File: src/rtl/prescaled_updown_counter_if.sv
// Control/status bundle for prescaled_updown_counter.
// master drives enable/up/load/load_val/sel and observes count/tc/led.
interface prescaled_updown_counter_if #(
  parameter int WIDTH = 8
);
  localparam int SEL_W = $clog2(WIDTH);

  logic             enable;
  logic             up;
  logic             load;
  logic [WIDTH-1:0] load_val;
  logic [SEL_W-1:0] sel;
  logic [WIDTH-1:0] count;
  logic             tc;
  logic             led;

  modport master (
    output enable, up, load, load_val, sel,
    input  count, tc, led
  );

  modport slave (
    input  enable, up, load, load_val, sel,
    output count, tc, led
  );
endinterface

File: src/rtl/prescaled_updown_counter.sv
// Up/down counter with enable prescaler, programmable modulus, load, tc pulse and LED tap.
// Optional macro PRESCALED_UPDOWN_COUNTER_SATURATE_EN: hold at the boundary instead of wrapping.
module prescaled_updown_counter #(
  parameter int WIDTH    = 8,
  parameter int MODULUS  = 256,
  parameter int PRESCALE = 1
) (
  input  logic                        sysclk,
  input  logic                        reset,
  prescaled_updown_counter_if.slave   bus
);
  localparam int SEL_W = $clog2(WIDTH);
  localparam int PRE_W = (PRESCALE > 1) ? $clog2(PRESCALE) : 1;
  localparam logic [PRE_W-1:0] PRE_LAST = PRE_W'(PRESCALE - 1);
  localparam logic [WIDTH-1:0] CNT_LAST = WIDTH'(MODULUS - 1);
  localparam logic [WIDTH:0]   MOD_EXT  = (WIDTH+1)'(MODULUS);

  logic [WIDTH-1:0] count_q, count_d;
  logic [PRE_W-1:0] pre_q, pre_d;
  logic             tc_q, tc_d;
  logic             step;
  logic             at_bound;
  logic             led;

  always_comb begin
    step     = bus.enable && (pre_q == PRE_LAST);
    at_bound = bus.up ? (count_q == CNT_LAST) : (count_q == '0);
    count_d  = count_q;
    pre_d    = pre_q;
    tc_d     = 1'b0;
    if (bus.load) begin
      count_d = ({1'b0, bus.load_val} >= MOD_EXT) ? CNT_LAST : bus.load_val;
      pre_d   = '0;
    end else if (bus.enable) begin
      pre_d = step ? '0 : pre_q + 1'b1;
      if (step) begin
        tc_d = at_bound;
`ifdef PRESCALED_UPDOWN_COUNTER_SATURATE_EN
        if (!at_bound) begin
          count_d = bus.up ? count_q + 1'b1 : count_q - 1'b1;
        end
`else
        if (at_bound) begin
          count_d = bus.up ? '0 : CNT_LAST;
        end else begin
          count_d = bus.up ? count_q + 1'b1 : count_q - 1'b1;
        end
`endif
      end
    end
  end

  always_ff @(posedge sysclk or posedge reset) begin
    if (reset) begin
      count_q <= '0;
      pre_q   <= '0;
      tc_q    <= 1'b0;
    end else begin
      count_q <= count_d;
      pre_q   <= pre_d;
      tc_q    <= tc_d;
    end
  end

  // Out-of-range tap indices never match, leaving led low.
  always_comb begin
    led = 1'b0;
    for (int i = 0; i < WIDTH; i++) begin
      if (bus.sel == SEL_W'(i)) led = count_q[i];
    end
  end

  assign bus.count = count_q;
  assign bus.tc    = tc_q;
  assign bus.led   = led;
endmodule

File: src/flat_wrapper.sv
// flat-port wrapper written by rule: the top's interface ports become plain ports
module prescaled_updown_counter_flat 
#(
  parameter int WIDTH    = 8,
  parameter int MODULUS  = 256,
  parameter int PRESCALE = 1
)
  (sysclk, reset, bus_enable, bus_up, bus_load, bus_load_val, bus_sel, bus_count, bus_tc, bus_led);
  prescaled_updown_counter_if #(.WIDTH(WIDTH)) bus_i ();
  input  logic sysclk;
  input  logic reset;
  input wire logic [$bits(bus_i.enable)-1:0] bus_enable;
  input wire logic [$bits(bus_i.up)-1:0] bus_up;
  input wire logic [$bits(bus_i.load)-1:0] bus_load;
  input wire logic [$bits(bus_i.load_val)-1:0] bus_load_val;
  input wire logic [$bits(bus_i.sel)-1:0] bus_sel;
  output wire logic [$bits(bus_i.count)-1:0] bus_count;
  output wire logic [$bits(bus_i.tc)-1:0] bus_tc;
  output wire logic [$bits(bus_i.led)-1:0] bus_led;
  assign bus_i.enable = bus_enable;
  assign bus_i.up = bus_up;
  assign bus_i.load = bus_load;
  assign bus_i.load_val = bus_load_val;
  assign bus_i.sel = bus_sel;
  assign bus_count = bus_i.count;
  assign bus_tc = bus_i.tc;
  assign bus_led = bus_i.led;
  prescaled_updown_counter #(.WIDTH(WIDTH), .MODULUS(MODULUS), .PRESCALE(PRESCALE)) u_core (.sysclk(sysclk), .reset(reset), .bus(bus_i));
endmodule
File: config.mk
export PLATFORM = sky130hd
export DESIGN_NAME = prescaled_updown_counter_flat
export DESIGN_NICKNAME = d
export VERILOG_FILES = /design/src/rtl/prescaled_updown_counter_if.sv /design/src/rtl/prescaled_updown_counter.sv /design/src/flat_wrapper.sv
export SDC_FILE = /design/constraint.sdc
export NUM_CORES = 1
export LEC_CHECK = 0
export BUFFER_PORTS_ARGS = -buffer_cell sky130_fd_sc_hd__buf_4
export CORE_UTILIZATION = 40
export CTS_CLUSTER_SIZE = 28
export DETAILED_ROUTE_END_ITERATION = 12
export PLACE_DENSITY = 0.66
export SYNTH_ARGS = -nofsm -noshare
export SYNTH_HDL_FRONTEND = slang
export SYNTH_SLANG_ARGS = --single-unit
File: constraint.sdc
create_clock -name sysclk -period 2.8 [get_ports sysclk]
set_clock_uncertainty 0.15 [all_clocks]
set_input_delay 0.28 -clock sysclk [delete_from_list [all_inputs] [get_ports sysclk]]
set_output_delay 0.28 -clock sysclk [all_outputs]
set_load 0.1 [all_outputs]
==> flow_summary_export.csv <==
group,metric,value,unit
place,dp.cells,139,
synthesis,yosys_register_bits,10,
floorplanning,die_w,48.3,um
floorplanning,core_area,1980,sq um
finish,regArea,250,sq um
drt,dr_total_vias,822,
place,placement.io_buffers,25,
floorplanning,die_h,48.3,um
sta,fmax,438,MHz
critical_path,reg2regPathDepth,6,
synthesis,syn_area,858,sq um
synthesis,syn_area_per_cell,9.54,sq um
critical_path,end_kind,"register",
drt,ant_nets,0,
drt,drt-initial-drc-count,26,
sta,fin_hold_ws,0.0118,ns
sta,setup_viol,0,
pwr,power_density,1010,nW/um^2
synthesis,syn_nets,113,
grt,grt_max_degree,11,
drt,drt_first_pass_iters,4,
critical_path,cp.depth,6,
critical_path,crit_path_max_fanout,9,
pwr,peakVddDrop,801,uV
sta,post-route-period-util,0.816,
grt,grt-ovfl-total,0,
finish,post-route-util,0.562,
place,post-dp-hpwl,1610,um
grt,antenna_found_initial,0,
finish,antenna_cells,0,
drt,vias_per_cell,5.71,
critical_path,critPathBufInv,0,
finish,final_nets,141,
critical_path,arrival,2.27,ns
grt,grt_pass1_wl,3570,um
synthesis,ys_warn_count,0,
critical_path,critical-path-max-stage-delay,0.50,ns
floorplanning,die_area,2330,sq um
synthesis,synthCells,90,
drt,wire_per_inst,14.4,um
critical_path,required,2.79,ns
cts,cts_setup_buffers,0,
floorplanning,start_util,0.433,
synthesis,synth_cell_types,37,
critical_path,rr_startpoint,"u_core.bus.count[0]",
synthesis,yosysSeqAreaShare,0.292,
drt,topRoutingLayerUsed,"met4",
sta,period_needed,2.28,ns
finish,multi_input_area,577,sq um
drt,wl_met3,95,um
cts,path_clk_slew,0.07,ns
finish,fillers,181,
sta,setup-tns-final,0,ns
finish,final_cell_mix,"25 x buf_4, 11 x a21oi_1, 10 x dfrtp_1",
finish,finalNonFillerCells,144,
sta,rsz0062_at_grt,"false",
floorplanning,pin_count,26,
finish,drive_gt1_frac,0.333,
min_path,whs_path_depth,2,
min_path,min_from,"bus_enable",
cts,htree_levels,1,
critical_path,cp_top_family,"compound AO/OA/AOI/OAI gates",
critical_path,cpMaxStageDelayCell,"fa_1",
place,gp_congestion,0.831,
synthesis,synth_edf_count,0,
drt,wirelength,2070,um
pwr,power.leakage,0.516,nW
grt,track_usage,0.196,
critical_path,crit_start,"u_core.bus.count[0]",
grt,grt_pass1_vias,735,
synthesis,synth_ff_type,"dfrtp_1",
floorplanning,fp-row-count,16,
drt,drt-met1-wl,1050,um
cts,cts.sinks,10,
status,outcome,"finished, final reports clean",
finish,final_common_cell,"buf_4",
critical_path,path_class,"reg -> reg",
synthesis,postSynth.asyncResetShare,1.00,
min_path,hold_class,"in -> reg",
cts,cts_tree,"built",
sta,tightestPinTransition,0.464,ns
cts,insertion_delay,0.27,ns
critical_path,cp_cell_sequence,"fa_1, a21o_1, a311o_1, a21oi_1, xor2_1, o221ai_1",
cts,ctsRootBufferMaster,"clkbuf_4",
cts,clock_path_buffers,2,
critical_path,startpoint_type,"register",
finish,area_delta_synth_final,29.7,%
sta,max_slew_margin,0.690,
sta,hold_viol,0,
job,cap_violations,0,
drt,dr_wl_met2,900,um
drt,drc,0,
sta,drv_slew,0,
cts,cts_buffers,3,
==> worst reg2reg max path: cells and delay by family (launching register included) <==
kind                       cells  cell delay [ns]
DFF                            1             0.49
xor gates and xnor gates       1             0.16
adders and majority gates      1             0.50
AOI/OAI and AO/OA              4             0.86
==> routing by layer <==
metal	global-route usage	vias to the layer above
li1	-	401
met4	0.0882	0
met5	0	-
met3	0.0220	4
met1	0.289	386
met2	0.286	31
==> cells by family (layout without fill, tap and decap cells) <==
| family | Yosys count | in the layout | synth area share |
|---|---|---|---|
| XOR/XNOR | 7 | 7 | 0.0714 |
| multiplexers | 3 | 3 | 0.0700 |
| AND/OR/NAND/NOR | 21 | 21 | 0.133 |
| buffers and inverters | 8 | 35 | 0.0364 |
| adder cells (fa/ha/maj) | 7 | 7 | 0.111 |
| AO/OA/AOI/OAI | 34 | 34 | 0.287 |
| flip-flops | 10 | 10 | 0.292 |
==> cell type report <==
cell class / count / area share
well taps: 27 / 0.0303
inverters: 5 / 0.0169
clock buffers: 4 / 0.0326
multi-input cells: 72 / 0.518
repair buffers: 26 / 0.178
flip-flops and latches: 10 / 0.225
==> path summary, 6_finish.rpt <==
| check | to | slack, ns |
|---|---|---|
| min in group asynchronous | u_core.bus.count[7] | 0.41 |
| setup reg to reg | u_core.bus.count[6] | 0.52 |
| max in group asynchronous | u_core.bus.count[0] | 1.80 |
| setup / recovery | u_core.bus.count[6] | 0.52 |
| hold / removal | u_core.pre_q | 0.01 |
| hold reg to reg | u_core.pre_q | 0.39 |
==> stage by stage <==
| step | cell area, sq um | total power [mW] | setup WS [ns] |
|---|---|---|---|
| 6_report | 1110 | 1.13 | 0.516 |
| 5_1_grt | 1110 | 1.19 | 0.368 |
| 4_1_cts | 1110 | 1.13 | 0.520 |
| 3_5_place_dp | 1070 | 0.993 | 0.529 |
| 3_3_place_gp | 1070 | 0.984 | 0.579 |
| 2_1_floorplan | 858 | 0.833 | 0.170 |
==> report_power, final <==
part	internal, mW	switching [mW]	leakage, nW
logic	0.232	0.505	0.374
registers	0.182	0.0744	0.120
clock network	0.0791	0.0576	0.0210
==> state kept, by name, indices dropped and copies added (netlist names) <==
signal and cells:
u_core.pre_q 1, u_core.bus.tc 1, u_core.bus.count 8
==> synthesized netlist by cell type, types with 2 or more instances <==
master	number	area share
ha_1	6	0.087
o22ai_1	3	0.022
nor3_1	3	0.017
o2111ai_1	2	0.020
a21o_1	4	0.035
nand2_1	7	0.031
dfrtp_1	10	0.29
nor2_1	2	0.0087
o21ai_2	2	0.020
xor2_1	6	0.061
inv_1	4	0.017
nand3_1	2	0.012
o221a_2	2	0.026
clkbuf_1	2	0.0087
o221ai_1	3	0.031
a21oi_1	11	0.064
==> what timing repair did <==
item                      in CTS  in global routing
resized for setup              0                  0
hold buffers                   1                  0
hold endpoints to repair      10                  0
(Power assumes the default switching activity.)
